## src/rtl/tage_update_queue.sv

```systemverilog
// tage_update_queue: holds TAGE prediction metadata from fetch until execute resolves each branch,
// then drains one update packet per cycle in program order. Build option: TAGE_UPDATE_QUEUE_BYPASS_EN.
module tage_update_queue #(
  parameter int DEPTH      = 8,
  parameter int VLEN       = 39,
  parameter int HIST_BITS  = 64,
  parameter int PHIST_BITS = 16,
  parameter int N_TABLES   = 4,
  localparam int ID_BITS   = $clog2(N_TABLES),
  localparam int IDX_W     = $clog2(DEPTH),
  localparam int M         = 4 + 2 * ID_BITS + N_TABLES,
  localparam int U         = VLEN + HIST_BITS + PHIST_BITS + 6 + 2 * ID_BITS + N_TABLES
) (
  input  logic                  clk_i,
  input  logic                  rst_i,
  input  logic                  flush_i,
  input  logic                  push_valid_i,
  output logic                  push_ready_o,
  input  logic [VLEN-1:0]       push_pc_i,
  input  logic [HIST_BITS-1:0]  push_ghist_i,
  input  logic [PHIST_BITS-1:0] push_phist_i,
  input  logic [M-1:0]          push_meta_i,
  output logic [IDX_W-1:0]      push_idx_o,
  input  logic                  resolve_valid_i,
  input  logic [IDX_W-1:0]      resolve_idx_i,
  input  logic                  resolve_taken_i,
  input  logic                  resolve_mispred_i,
  output logic                  update_valid_o,
  output logic [U-1:0]          update_o,
  output logic [IDX_W:0]        count_o
);

  typedef struct packed {
    logic [VLEN-1:0]       pc;
    logic                  taken;
    logic [HIST_BITS-1:0]  ghist;
    logic [PHIST_BITS-1:0] phist;
    logic                  pred_taken;
    logic                  provider_taken;
    logic                  alt_taken;
    logic [ID_BITS-1:0]    pred_id;
    logic [ID_BITS-1:0]    alt_id;
    logic [N_TABLES-1:0]   u_is_null;
    logic                  mispredict;
    logic                  pseudo_new_alloc;
  } tage_update_t;

  localparam logic [IDX_W:0] PTR_ONE = (IDX_W + 1)'(1);

  logic [IDX_W:0]        head_q, tail_q, tail_next, mispred_tail;
  logic [IDX_W-1:0]      head_idx, tail_idx, res_off;
  logic [DEPTH-1:0]      alloc_q, alloc_next, resolved_q, resolved_next, younger;
  logic [DEPTH-1:0]      taken_q, mispred_q;
  logic [VLEN-1:0]       pc_q    [DEPTH];
  logic [HIST_BITS-1:0]  ghist_q [DEPTH];
  logic [PHIST_BITS-1:0] phist_q [DEPTH];
  logic [M-1:0]          meta_q  [DEPTH];
  logic                  full, mispred_resolve, push_fire, resolve_hit, drain;
  logic                  drain_taken, drain_mispred;
  tage_update_t          drain_pkt;

  assign head_idx        = head_q[IDX_W-1:0];
  assign tail_idx        = tail_q[IDX_W-1:0];
  assign full            = (head_idx == tail_idx) && (head_q[IDX_W] != tail_q[IDX_W]);
  assign mispred_resolve = resolve_valid_i && resolve_mispred_i;
  assign push_ready_o    = !full && !flush_i && !mispred_resolve;
  assign push_fire       = push_valid_i && push_ready_o;
  assign push_idx_o      = tail_idx;
  assign count_o         = tail_q - head_q;
  assign resolve_hit     = resolve_valid_i && alloc_q[resolve_idx_i];

  // Age of the resolved slot relative to head; everything older than it survives a mispredict.
  assign res_off      = resolve_idx_i - head_idx;
  assign mispred_tail = head_q + {1'b0, res_off} + PTR_ONE;

  always_comb begin
    younger = '0;
    for (int i = 0; i < DEPTH; i++) begin
      younger[i] = (IDX_W'(i) - head_idx) > res_off;
    end
  end

`ifdef TAGE_UPDATE_QUEUE_BYPASS_EN
  logic head_res_now;
  assign head_res_now  = resolve_hit && (resolve_idx_i == head_idx);
  assign drain         = alloc_q[head_idx] && (resolved_q[head_idx] || head_res_now);
  assign drain_taken   = resolved_q[head_idx] ? taken_q[head_idx] : resolve_taken_i;
  assign drain_mispred = resolved_q[head_idx] ? mispred_q[head_idx] : resolve_mispred_i;
`else
  assign drain         = alloc_q[head_idx] && resolved_q[head_idx];
  assign drain_taken   = taken_q[head_idx];
  assign drain_mispred = mispred_q[head_idx];
`endif

  always_comb begin
    drain_pkt            = '0;
    drain_pkt.pc         = pc_q[head_idx];
    drain_pkt.taken      = drain_taken;
    drain_pkt.ghist      = ghist_q[head_idx];
    drain_pkt.phist      = phist_q[head_idx];
    {drain_pkt.pred_taken, drain_pkt.provider_taken, drain_pkt.alt_taken, drain_pkt.pred_id,
     drain_pkt.alt_id, drain_pkt.u_is_null, drain_pkt.pseudo_new_alloc} = meta_q[head_idx];
    drain_pkt.mispredict = drain_mispred;
  end

  // Push never collides with a mispredict rollback because push_ready_o is dropped that cycle.
  always_comb begin
    alloc_next    = alloc_q;
    resolved_next = resolved_q;
    tail_next     = tail_q;
    if (drain) begin
      alloc_next[head_idx] = 1'b0;
    end
    if (resolve_hit) begin
      resolved_next[resolve_idx_i] = 1'b1;
      if (resolve_mispred_i) begin
        alloc_next = alloc_next & ~younger;
        tail_next  = mispred_tail;
      end
    end
    if (push_fire) begin
      alloc_next[tail_idx]    = 1'b1;
      resolved_next[tail_idx] = 1'b0;
      tail_next               = tail_q + PTR_ONE;
    end
  end

  always_ff @(posedge clk_i) begin
    if (rst_i) begin
      head_q         <= '0;
      tail_q         <= '0;
      alloc_q        <= '0;
      resolved_q     <= '0;
      update_valid_o <= 1'b0;
      update_o       <= '0;
    end else if (flush_i) begin
      head_q         <= '0;
      tail_q         <= '0;
      alloc_q        <= '0;
      update_valid_o <= 1'b0;
    end else begin
      alloc_q        <= alloc_next;
      resolved_q     <= resolved_next;
      tail_q         <= tail_next;
      head_q         <= drain ? head_q + PTR_ONE : head_q;
      update_valid_o <= drain;
      if (drain) begin
        update_o <= drain_pkt;
      end
    end
  end

  // Payload storage carries no reset; alloc/resolved bits decide what is meaningful.
  always_ff @(posedge clk_i) begin
    if (push_fire) begin
      pc_q[tail_idx]    <= push_pc_i;
      ghist_q[tail_idx] <= push_ghist_i;
      phist_q[tail_idx] <= push_phist_i;
      meta_q[tail_idx]  <= push_meta_i;
    end
    if (resolve_hit && !flush_i) begin
      taken_q[resolve_idx_i]   <= resolve_taken_i;
      mispred_q[resolve_idx_i] <= resolve_mispred_i;
    end
  end

endmodule
```

## config.mk

```make
export PLATFORM = sky130hd
export DESIGN_NAME = tage_update_queue
export DESIGN_NICKNAME = d
export VERILOG_FILES = /design/src/rtl/tage_update_queue.sv
export SDC_FILE = /design/constraint.sdc
export NUM_CORES = 1
export LEC_CHECK = 0
export CAP_MARGIN = 5
export CORE_MARGIN = 3
export CORE_UTILIZATION = 55
export DETAILED_ROUTE_END_ITERATION = 10
export PLACE_DENSITY = 0.74
export RECOVER_POWER = 50
export SETUP_SLACK_MARGIN = 0.5
export SYNTH_ARGS = -nofsm -noshare
export SYNTH_HDL_FRONTEND = slang
export SYNTH_SLANG_ARGS = --single-unit
```

## constraint.sdc

```tcl
create_clock -name clk_i -period 29.5 [get_ports clk_i]
set_input_delay 5.9 -clock clk_i [delete_from_list [all_inputs] [get_ports clk_i]]
set_output_delay 5.9 -clock clk_i [all_outputs]
set_load 0.01 [all_outputs]
```

# Word-level counts from Yosys, hierarchy flattened
# Memories as Yosys holds them, arrays and structs flattened. A register that Yosys moved wholly into a read port is not among the register bits.
# Cells that the tools add are included.
[word_totals]
mem_bits_ro = 0
word_cells = 99
n_memories = 4
out_inout_bits = 142
input_bits = 141
register_bits = 174
ram_bits = 1048
latchBits = 0
[op_classes]
shift = 0
n_mul = 0
mux = 29
n_div = 0
bitwise = 9
eq_ne = 2
magnitude_cmp = 14
n_reduce_logical = 19
n_addsub = 14
[mem_list]
columns = ["name", "words", "word_bits", "rd", "rd_clocked_by_memory_dff", "wr", "line", "text"]
rows = [
  ["ghist_q", 8, 64, 1, 1, 1, "55", "logic [HIST_BITS-1:0] ghist_q [DEPTH];"],
  ["pc_q", 8, 39, 1, 1, 1, "54", "logic [VLEN-1:0] pc_q [DEPTH];"],
  ["phist_q", 8, 16, 1, 1, 1, "56", "logic [PHIST_BITS-1:0] phist_q [DEPTH];"],
  ["meta_q", 8, 12, 1, 1, 1, "57", "logic [M-1:0] meta_q [DEPTH];"],
]
[op_table]
columns = ["op", "count"]
rows = [
  ["$mux W8", 6],
  ["$and A8 B8 Y8", 3],
  ["$gt A3 B3 Y1", 8],
  ["$not A8 Y8", 3],
  ["$bwmux W8", 2],
  ["$or A8 B8 Y8", 2],
  ["$bmux W1 S3", 5],
  ["$add A4 B1 Y4 const B", 3],
  ["$lt A3 B4 Y1 const B", 3],
  ["$mux W4", 3],
  ["$sub A3 B3 Y3 const A", 4],
  ["$logic_and A1 B1 Y1", 11],
  ["$mux W1", 10],
  ["$demux W1 S3", 3],
  ["$ge A3 B1 Y1 const B", 3],
  ["$sub A1 B3 Y3 const A", 2],
  ["$sub A2 B3 Y3 const A", 2],
  ["$add A4 B3 Y4", 1],
  ["$reduce_and A2 Y1", 2],
  ["$reduce_bool A2 Y1", 2],
  ["$sub A4 B4 Y4", 1],
  ["$eq A3 B3 Y1", 1],
  ["$logic_not A1 Y1", 3],
  ["$sub A3 B3 Y3", 1],
  ["other kinds (3)", 3],
]

# Longest topological paths before layout
[depth]
word_depth = 12
mapped_depth = 13

# Least setup slack after synthesis
# Ideal clock, no wire load.
[synth_path]
path_type = "input-to-reg"
start = "input resolve_mispred_i"
end = "register alloc_q[6]"
required_time_ns = 29.397
setup_slack_ns = 12.791
setup_time_ns = 0.103
path_buffers = 0
t_arrival_ns = 16.606
path_stages = 4
path_cell_list = "a21o_1 o21bai_1 nor3_1 o221a_2"
[synth_via]
elab_chain_len = 5
[synth_rtl]
columns = ["item", "line", "text"]
rows = [
  ["from (decl)", "27", "input logic resolve_mispred_i,"],
  ["branches (longest 4 deep; another with $mux W8)", "--", ""],
  ["$mux W8 (*)", "121", "if (push_fire) begin"],
  ["to (signal assigned)", "142", "alloc_q <= alloc_next;"],
  ["to (decl)", "52", "logic [DEPTH-1:0] alloc_q, alloc_next, resolved_q, resolved_next, younger;"],
]
# Every way passes the cells marked *.
# A chain may end at the register's enable or synchronous reset.

# Worst setup path in the final report
[layout_path]
start = "input flush_i"
end = "memory ghist_q[7][35] (enable)"
[layout_via]
elab_chain_len = 6
[layout_rtl]
columns = ["item", "line", "text"]
rows = [
  ["from (decl)", "16", "input logic flush_i,"],
  ["$logic_not A1 Y1", "66", "assign push_ready_o = !full && !flush_i && !mispred_resolve;"],
  ["$logic_and A1 B1 Y1 (2 in a row)", "66", ""],
  ["$logic_and A1 B1 Y1", "67", "assign push_fire = push_valid_i && push_ready_o;"],
  ["$mux W1", "155", "if (push_fire) begin"],
  ["$mux W1 (implied by the code)", "157", "ghist_q[tail_idx] <= push_ghist_i;"],
  ["to (decl)", "55", ""],
]
# No other way between the ends.

==> impl_metrics.ini <==
[critical_path]
endpoint_kind = flip-flop
max_stage_delay_ns = 3.97
start_kind = input pin
crit_arrival_ns = 14.28
critPathKind = input pin to flip-flop
timing.rr.end = update_o[53]$_SDFFE_PP0P_
ff2ff_path_depth = 7
cp-endpoint = ghist_q[7][35]$_DFFE_PP_
rr_startpoint = head_q[1]$_SDFFE_PP0N_
slowest_stage = clkinvlp_2
cp_max_fo = 113
cp_cell_sequence = dlygate4sd3_1, clkinvlp_2, o2111ai_1, or2_2, inv_6, buf_4
crit_required_ns = 29.79
setup.worst_path.start = flush_i
worst-r2r-setup-slack_ns = 24.39

[clocking]
clock-sinks = 1222
hold_buffers = 0
clkTransAtPathRegs_ns = 0.06
cts_setup_buffers = 0
cts_buffers = 117
cts_tree = built
cts_root_buffer = clkbuf_16
cts_resized = 0
h-tree-depth = 3
clk_latency_ns = 0.67
clock_path_buffers = 3

[global_routing]
grt_start_max_net_pins = 173
grt-ovfl-total = 0
grt_pass1_vias = 24500
grt_pass1_wl_um = 152000
grt_usage_pct = 22.5
antenna_found_initial = 50

[detailed_routing]
wl_per_cell_um = 26.2
drtIter0Drc = 1858
ant_nets = 0
routed_wl_um = 100000
drt_first_pass_iters = 6
viasPerCell = 6.07
vias = 23200
drc = 0

[synth]
ys_ff_latch = 1222
yosys.area_share.simple_pct = 1.06
syn_area_um2 = 47500
synthAdderAreaFrac_pct = 0.727
post-synth-top-area-cell = edfxtp_1
ys_seq_area_share_pct = 73.9
synth_xor_xnor_area_share_pct = 0.166
synth.top_cell.area_share_pct = 67.3
postSynthAreaPerCell_um2 = 20.8
synth_area_leaders = edfxtp_1 67%, mux4_2 13%, dfxtp_1 6.7%
async_flop_share_pct = 0
synth_ff_type = edfxtp_1
synth_warnings = 0
syn_inst = 2284
synth-edff-count = 1064
syn_nets = 2450
synth-compound-area-share_pct = 6.61
ys_types = 57
muxShareOfSynthArea_pct = 15.7
synth_top_family_by_area = multiplexers

[timing]
setup_ws_ns = 15.51
worstMarginPinSlew_ns = 5.41
period_needed_ns = 13.99
final_max_slew_viol_count = 114
post-route-period-util_pct = 47.4
setup_viol = 0
hold_viol = 0
fmax_ghz = 0.0715
tns_ns = 0
maxSlewHeadroom_pct = -261
rsz0062_at_grt = false
clock-skew-final_ns = 0.0161

[floorplan]
die_w_um = 300
boundaryPins = 283
core_area_um2 = 85400
die_h_um = 300
fp-row-count = 107
start_util_pct = 55.6
dieArea_um2 = 89900

[layout]
fillCellCount = 5706
multiInputGateArea_um2 = 11600
syn2layout_area_growth_pct = 16.5
final-seq-area_um2 = 35100
layout-drive-gt1-share_pct = 23.0
nets = 2710
post-route-util_pct = 64.8

[power_and_ir_drop]
p_per_area_nw_per_um2 = 62.6
ir_worst_vdd_mv = 0.0509
p_leak_uw = 0.0179
finalPower_uw = 3460

[job]
max_cap_violations = 1

[placement]
port_buffers = 282
place_ws_ns = 15.80
dp_hpwl_um = 51100
gp_congestion = 0.814

[run_status]
status = finished, violations left
violations = capacitance limit, slew limit

[worst_hold_path]
hold_path.class = flip-flop to flip-flop
power breakdown:
group | leakage (uW) | internal (uW) | switching [uW]
clock | 0.00191 | 884 | 614
sequential | 0.0109 | 1890 | 2.34
combinational | 0.00511 | 26.6 | 49.8
metal layers:
metal / global-route usage, % / up-vias / part of all wire [%]
li1: - / 10100 / -
met1: 29.2 / 12200 / 39
met2: 38.4 / 684 / 51
met3: 5.01 / 183 / 7.3
met4: 6.62 / 18 / 2.2
met5: 0 / - / 0.11
through the flow:
stage                     hold WS [ns]  cells  instance area [um^2]
after floorplan                  0.432   2284                 47500
after global placement           0.461   3569                 51300
after detailed placement         0.454   3569                 51300
after CTS                        0.477   3792                 55200
after global routing             0.496   3800                 55300
final                            0.472   3824                 55300
how the worst min path moves through the flow:
stage / start / end / slack, ns / depth (start not counted)
floorplan: resolved_q[1]$_SDFFE_PP0N_ / resolved_q[1]$_SDFFE_PP0N_ / 0.43 / 1
global placement: resolved_q[1]$_SDFFE_PP0N_ / resolved_q[1]$_SDFFE_PP0N_ / 0.46 / 1
detailed placement: resolved_q[1]$_SDFFE_PP0N_ / resolved_q[1]$_SDFFE_PP0N_ / 0.45 / 1
CTS: resolved_q[1]$_SDFFE_PP0N_ / resolved_q[1]$_SDFFE_PP0N_ / 0.48 / 1
global route: resolved_q[1]$_SDFFE_PP0N_ / resolved_q[1]$_SDFFE_PP0N_ / 0.50 / 1
finish: resolved_q[1]$_SDFFE_PP0N_ / resolved_q[1]$_SDFFE_PP0N_ / 0.47 / 1
flip-flops by register name, summed over array words and instances (netlist names):
register        cells
mispred_q           8
taken_q             8
update_valid_o      1
meta_q             96
tail_q              4
ghist_q           512
resolved_q          8
alloc_q             8
head_q              4
phist_q           128
pc_q              312
update_o          133
cells in the final DEF, fill, tap and decap left out, drive strengths merged, types with 6 or more instances in the layout:
cell type      instances
a21oi                153
a311oi               134
and2                  11
buf                   21
bufinv                11
clkbuf               171
clkdlybuf4s50         48
clkinv                33
dfxtp                158
diode                 32
dlygate4sd3          233
edfxtp              1064
ha                    22
inv                   26
mux2i                135
mux4                 270
nand2                 14
nand2b                 6
nand3                 13
nor2                  22
nor3                  17
o21ai                  7
layout make-up:
class	instances	area share, %
Clock inverter	53	1.02
Tap cell	1144	2.59
Sequential cell	1222	63.5
Inverter	22	0.174
Multi-Input combinational cell	878	20.9
Antenna cell	32	0.145
Timing Repair Buffer	303	5.62
Clock buffer	170	6.06
cells in the mapped netlist (all sizes together) (2+ instances only):
library cell     n
xor2             4
o221a            3
a311oi         134
a311o            2
and2            11
buf             70
a211oi           5
xnor2            5
nand2b           6
ha              22
a211o            2
a21boi           4
o21a             3
dfxtp          158
o2111ai          3
nand2           14
a21oi          153
and3             3
o22a             2
o31ai            2
nand3           13
clkbuf          92
fa               3
or2              2
o21ai            7
mux2i          135
nor3            17
nor2b            5
edfxtp        1064
a21o             4
inv             21
and3b            2
a22o             3
o311ai           2
mux4           270
nor4             2
nor2            22
critical path: cells and delay by family:
family	cells	cell delay [ns]
AOI/OAI and AO/OA	1	2.42
buffers and inverters	4	5.50
and+or+nand+nor	1	0.36
logic make-up after synthesis:
kind of cell / count (synthesis)
buf+inv: 184
fa+ha+maj: 26
xor+xnor: 9
simple gates: 100
compound gates: 337
flops: 1222
mux: 406
Power figures use the tool's default switching activity.
